--- config.mk ---
export PLATFORM = sky130hd
export DESIGN_NAME = seq_signed_div
export DESIGN_NICKNAME = d
export VERILOG_FILES = /design/src/rtl/seq_signed_div.sv
export SDC_FILE = /design/constraint.sdc
export NUM_CORES = 1
export LEC_CHECK = 0
export CORE_MARGIN = 2
export CORE_UTILIZATION = 52
export CTS_CLUSTER_SIZE = 30
export DETAILED_ROUTE_END_ITERATION = 16
export GPL_TIMING_DRIVEN = 0
export PLACE_DENSITY = 0.74
export SYNTH_ARGS = -nofsm -noshare
export SYNTH_HDL_FRONTEND = slang
export SYNTH_SLANG_ARGS = --single-unit
--- constraint.sdc ---
create_clock -name clk -period 2.8 [get_ports clk]
set_clock_uncertainty 0.1 [all_clocks]
set_input_delay 0.42 -clock clk [delete_from_list [all_inputs] [get_ports clk]]
set_output_delay 0.42 -clock clk [all_outputs]
set_load 0.01 [all_outputs]
--- src/rtl/seq_signed_div.sv ---
// Multi-cycle signed divider: restoring division on magnitudes, signs applied afterwards.
// Define SEQ_DIV_DIV0_EN to add the div0 divide-by-zero flag output.
module seq_signed_div #(
  parameter int W = 4
) (
  input  logic         clk,
  input  logic         reset_n,
  input  logic         in_valid,
  output logic         in_ready,
  input  logic [W-1:0] dividend,
  input  logic [W-1:0] divisor,
  output logic         out_valid,
  input  logic         out_ready,
  output logic [W-1:0] quotient,
  output logic [W-1:0] remainder
`ifdef SEQ_DIV_DIV0_EN
  ,
  output logic         div0
`endif
);

  localparam int CW = $clog2(W + 1);

  typedef enum logic [1:0] {IDLE, CALC, FIX, DONE} state_t;

  state_t        state_q;
  logic [CW-1:0] cnt_q;
  logic [W-1:0]  rem_q, quo_q, dvs_q, dvd_q;
  logic [W-1:0]  quotient_q, remainder_q;
  logic          neg_quo_q, neg_rem_q, in_ready_q, out_valid_q;
  logic [W:0]    shift_d, diff_d;
  logic [W-1:0]  rem_d, quo_d;
`ifdef SEQ_DIV_DIV0_EN
  logic          div0_q;
`endif

  function automatic logic [W-1:0] mag(input logic [W-1:0] v);
    return v[W-1] ? -v : v;
  endfunction

  // One restoring step: the borrow bit of the W+1-bit difference decides the quotient bit.
  always_comb begin
    shift_d = {rem_q, quo_q[W-1]};
    diff_d  = shift_d - {1'b0, dvs_q};
    rem_d   = shift_d[W-1:0];
    quo_d   = {quo_q[W-2:0], 1'b0};
    if (!diff_d[W]) begin
      rem_d = diff_d[W-1:0];
      quo_d = {quo_q[W-2:0], 1'b1};
    end
  end

  always_ff @(posedge clk or negedge reset_n) begin
    if (!reset_n) begin
      state_q     <= IDLE;
      cnt_q       <= '0;
      rem_q       <= '0;
      quo_q       <= '0;
      dvs_q       <= '0;
      dvd_q       <= '0;
      neg_quo_q   <= 1'b0;
      neg_rem_q   <= 1'b0;
      quotient_q  <= '0;
      remainder_q <= '0;
      in_ready_q  <= 1'b1;
      out_valid_q <= 1'b0;
`ifdef SEQ_DIV_DIV0_EN
      div0_q      <= 1'b0;
`endif
    end else begin
      case (state_q)
        IDLE: begin
          if (in_valid && in_ready_q) begin
            state_q    <= CALC;
            in_ready_q <= 1'b0;
            cnt_q      <= CW'(W);
            rem_q      <= '0;
            quo_q      <= mag(dividend);
            dvs_q      <= mag(divisor);
            dvd_q      <= dividend;
            neg_quo_q  <= dividend[W-1] ^ divisor[W-1];
            neg_rem_q  <= dividend[W-1];
          end
        end
        CALC: begin
          rem_q <= rem_d;
          quo_q <= quo_d;
          cnt_q <= cnt_q - CW'(1);
          if (cnt_q == CW'(1)) state_q <= FIX;
        end
        FIX: begin
          if (dvs_q == '0) begin
            quotient_q  <= '1;
            remainder_q <= dvd_q;
          end else begin
            quotient_q  <= neg_quo_q ? -quo_q : quo_q;
            remainder_q <= neg_rem_q ? -rem_q : rem_q;
          end
`ifdef SEQ_DIV_DIV0_EN
          div0_q      <= (dvs_q == '0);
`endif
          out_valid_q <= 1'b1;
          state_q     <= DONE;
        end
        DONE: begin
          if (out_ready) begin
            out_valid_q <= 1'b0;
            in_ready_q  <= 1'b1;
            state_q     <= IDLE;
`ifdef SEQ_DIV_DIV0_EN
            div0_q      <= 1'b0;
`endif
          end
        end
        default: state_q <= IDLE;
      endcase
    end
  end

  assign in_ready  = in_ready_q;
  assign out_valid = out_valid_q;
  assign quotient  = quotient_q;
  assign remainder = remainder_q;
`ifdef SEQ_DIV_DIV0_EN
  assign div0      = div0_q;
`endif

endmodule

### Word-level counts from Yosys, hierarchy flattened

Cells that the tools add are included.

* bits in registers: 33
* bits of input ports: 12
* output and inout port bits: 10
* logic and storage cells: 60

* $add $sub $neg: 6
* eq/ne operators: 7
* multiplexer cells: 23
* bitwise logic cells: 1
* reduce and logical (&&, ||, !) cells: 11

Operator list (number)
* $mux W4: 9
* $neg A4 Y4: 4
* $pmux W4 S2: 2
* $pmux W2 S4: 1
* $mux W2: 3
* $ne A2 B2 Y1 const B: 3
* $pmux W3 S2: 1
* $reduce_and A2 Y1: 3
* $reduce_and A3 Y1: 2
* $reduce_bool A2 Y1: 3
* $sub A5 B4 Y5: 1
* $eq A2 B2 Y1 const B: 2
* $logic_not A4 Y1: 1
* $mux W1: 4
* $pmux W1 S2: 2
* $eq A3 B1 Y1 const B: 1
* $mux W3: 1
* $sub A3 B1 Y3 const B: 1
* $eq A2 B1 Y1 const B: 1
* $logic_not A2 Y1: 1
* $logic_and A1 B1 Y1: 1
* $xor A1 B1 Y1: 1

### Depth between registers and ports, before layout

* word-level depth: 4
* depth in mapped cells: 8
* mapped depth without buffers: 8

### Worst setup path before layout

No wires, ideal clock.

* path kind: register -> register
* start: reg quo_q[3]
* end: reg rem_q[1]
* setup time: 0.085 ns
* data arrival time: 2.009 ns
* data required time: 2.615 ns
* path slack: 0.607 ns
* stages on the path, launching flop included: 9
* path buffers: 0
* period minus slack after synthesis: 2.193 ns
* cells stage by stage: dfrtp_1 -> inv_1 -> ha_1 -> fa_1 -> nand2b_1 -> a21oi_2 -> xor2_4 -> mux2_4 -> o22ai_1

* longest elaborated chain between the ends: 3

RTL lines
* from (decl): line 28 `logic [W-1:0] rem_q, quo_q, dvs_q, dvd_q;`
* from (signal assigned): line 78 `quo_q <= mag(dividend);`
* from (signal assigned): line 87 `quo_q <= quo_d;`
* $sub A5 B4 Y5: line 44 `diff_d = shift_d - {1'b0, dvs_q};`
* $mux W4: line 47 `if (!diff_d[W]) begin`
* $pmux W4 S2: line 71 `case (state_q)`
* to (signal assigned): line 86 `rem_q <= rem_d;`
* to (decl): line 28

Every way passes these cells.
A chain may end at the register's enable or synchronous reset.

### Worst setup path in the final report

Ends and elaborated chain as after synthesis.

==> impl_metrics.ini <==
[critical_path]
slowest_stage = fa_1
cpLargestDelayFamily = adder cells
endpoint_kind = register
critPathMaxFanout = 5
critPathBufInv = 1
path_depth = 8
start_kind = register
crit_type = register to register
required_ns = 2.96
slowest_delay_ns = 0.41
crit_chain = inv_1 -> ha_1 -> fa_1 -> nand2b_1 -> a21oi_2 -> xor2_4 -> mux2_4 -> o22ai_1
crit_arrival_ns = 2.57
reg2reg_depth = 8

[clocking]
cts_tree = done
cts_setup_buffers = 0
clk_pin_slew_worst_paths_ns = 0.11
cts.sinks = 32
clockBufferDepth = 2
postCtsHoldBufs = 0
cts_root_buf = clkbuf_4
clk_latency_ns = 0.35
htreeDepth = 2
numCtsBuffers = 5
post_cts_resized = 0

[final_layout]
nets = 246
layout_common_cells = 31 x dfrtp_1, 22 x nand2_1, 21 x o21ai_0
fillCellCount = 274
syn2layout_area_growth_pct = 18.3
finalNonFillerCells = 265
final_common_cell = dfrtp_1
final_layout_size_suffix_gt1_frac = 0.0959
antennaDiodeCount = 0
post-route-util = 0.646

[sta]
finalSetupTns_ns = 0
rsz0062_at_grt = no
hold_viol = 0
tightest_slew_ns = 0.812
setup_slack_ns = 0.390
slew_viol_final = 0
slew_headroom = 0.453
fmax_ghz = 0.415
finalSetupViolations = 0
fin_crit_ns = 2.41
timing.final.crit_share = 0.861

[grt]
grt_usage = 0.207
grt_pass1_wl_mm = 6.42
grt_max_degree = 33
gr-total-overflow = 0
antenna_found_initial = 0
grt_pass1_vias = 1447

[detailed_routing]
drt_iter0_drc = 54
wl_met3_um = 187
via_per_inst = 5.36
drc = 0
finalWirelength_mm = 3.60
drt.antenna.violating_nets = 0
wl_met1_mm = 1.58
wl_per_cell_um = 13.6
wl_met2_mm = 1.76
dr.pass1.iters = 5
vias = 1420
top_layer = met4

[pwr]
power_density_mw_per_mm2 = 396
irDropWorstVdd_mv = 0.216
power_uw = 868
p_leak_nw = 0.993

[status]
outcome = finished clean

[synth]
synth_mux_area_frac = 0.0865
synth_compound_area_frac = 0.146
ys_seq_area_frac = 0.433
synthAdderAreaFrac = 0.112
yosys.area_share.simple = 0.116
yosys_warnings = 0
synth_top_family_by_area = compound AO/OA/AOI/OAI gates
synth_area_sq_mm = 0.00185
synth-xor-area-share = 0.0574
syn_nets = 218
synthTopCellsByArea = dfrtp_1 42%, ha_1 10%, o21ai_0 5.7%
synth_top_cell_by_area = dfrtp_1
ys_ff_latch = 32
netlist_instances = 190
synth_cell_types = 36
synth_top_area_frac = 0.419
avgSynthCellArea_sq_um = 9.75

[placement]
place_congestion = 0.799
placed_cells = 257
port-buffer-count = 21
place_ws_ns = 0.409
dp.final_hpwl_mm = 2.77

[floorplanning]
die_area_sq_mm = 0.00405
num_rows = 21
die_y_um = 63.7
initial_core_util = 0.546
die_w_um = 63.7
core-area_sq_mm = 0.00339
io_pins = 22

[run]
max-cap-violations = 0

[min_path]
hold_class = input pin to async pin
final timing paths:
kind	startpoint	slack, ns	to
min in group clk	dvd_q[0]	0.40	dvd_q[0]
min	reset_n	0.0009	quotient[3]
max reg2reg	quo_q[3]	0.39	rem_q[1]
max	quo_q[3]	0.39	rem_q[1]
min reg2reg	dvd_q[0]	0.40	dvd_q[0]
max in group asynchronous	reset_n	2.15	cnt_q[2]
synthesized netlist by cell type:
library cell / n
a222oi_1: 1
o31ai_1: 1
dfstp_2: 1
a21oi_2: 1
mux2_2: 4
o21a_1: 1
mux2i_1: 7
nor4b_1: 1
mux2_4: 3
nand3_2: 1
o21ai_0: 21
clkbuf_1: 4
a22oi_1: 1
o21ai_1: 2
o22ai_1: 2
fa_1: 1
nand2b_1: 3
a211oi_1: 1
o22ai_2: 1
xor2_1: 2
nor2b_1: 3
inv_1: 19
nand3_1: 1
a221oi_1: 1
o2bb2ai_1: 1
xor2_4: 1
xnor2_1: 7
buf_2: 1
nor4_1: 1
nand2_1: 22
nor2_1: 15
or4_1: 1
ha_1: 15
o311ai_0: 1
a21oi_1: 11
dfrtp_1: 31
layout make-up:
class / count / area (sq um) / area share
Clock inverter: 2 / 35.0 / 0.0160
Multi-Input combinational cell: 134 / 958 / 0.437
Tap cell: 46 / 57.6 / 0.0263
Inverter: 19 / 71.3 / 0.0326
Timing Repair Buffer: 21 / 205 / 0.0937
Sequential cell: 32 / 802 / 0.366
Clock buffer: 6 / 41.3 / 0.0188
Buffer: 5 / 20.0 / 0.00914
through the flow:
step           hold slack (ns)  instance area [sq um]
2_1_floorplan           0.0244                   1850
3_3_place_gp             0.369                   2120
3_5_place_dp             0.377                   2120
4_1_cts                  0.400                   2200
5_1_grt                 0.0573                   2190
6_report              0.000903                   2190
power by group:
group	internal [mW]	switching [mW]	total (mW)
Sequential	0.464	0.00288	0.467
Combinational	0.0241	0.0239	0.0480
Clock	0.187	0.167	0.354
Total	0.675	0.193	0.868
sequential cells by signal, summed over array words and instances, names as in the netlist:
register / count
neg_quo_q: 1
in_ready: 1
quotient: 4
cnt_q: 3
remainder: 4
rem_q: 4
dvd_q: 4
state_q: 2
out_valid: 1
dvs_q: 4
quo_q: 4
cells by family (layout without fill, tap and decap cells):
group | count (synthesis) | in the layout
AO/OA/AOI/OAI | 46 | 46
adder cells (fa/ha/maj) | 16 | 16
XOR/XNOR | 10 | 10
flip-flops | 32 | 32
multiplexers | 14 | 14
buffers and inverters | 24 | 53
AND/OR/NAND/NOR | 48 | 48
metal layers:
metal	GRT usage	up-vias
li1	-	704
met1	0.242	677
met2	0.349	32
met3	0.0661	7
met4	0.0842	0
met5	0	-
(Power assumes the default switching activity.)
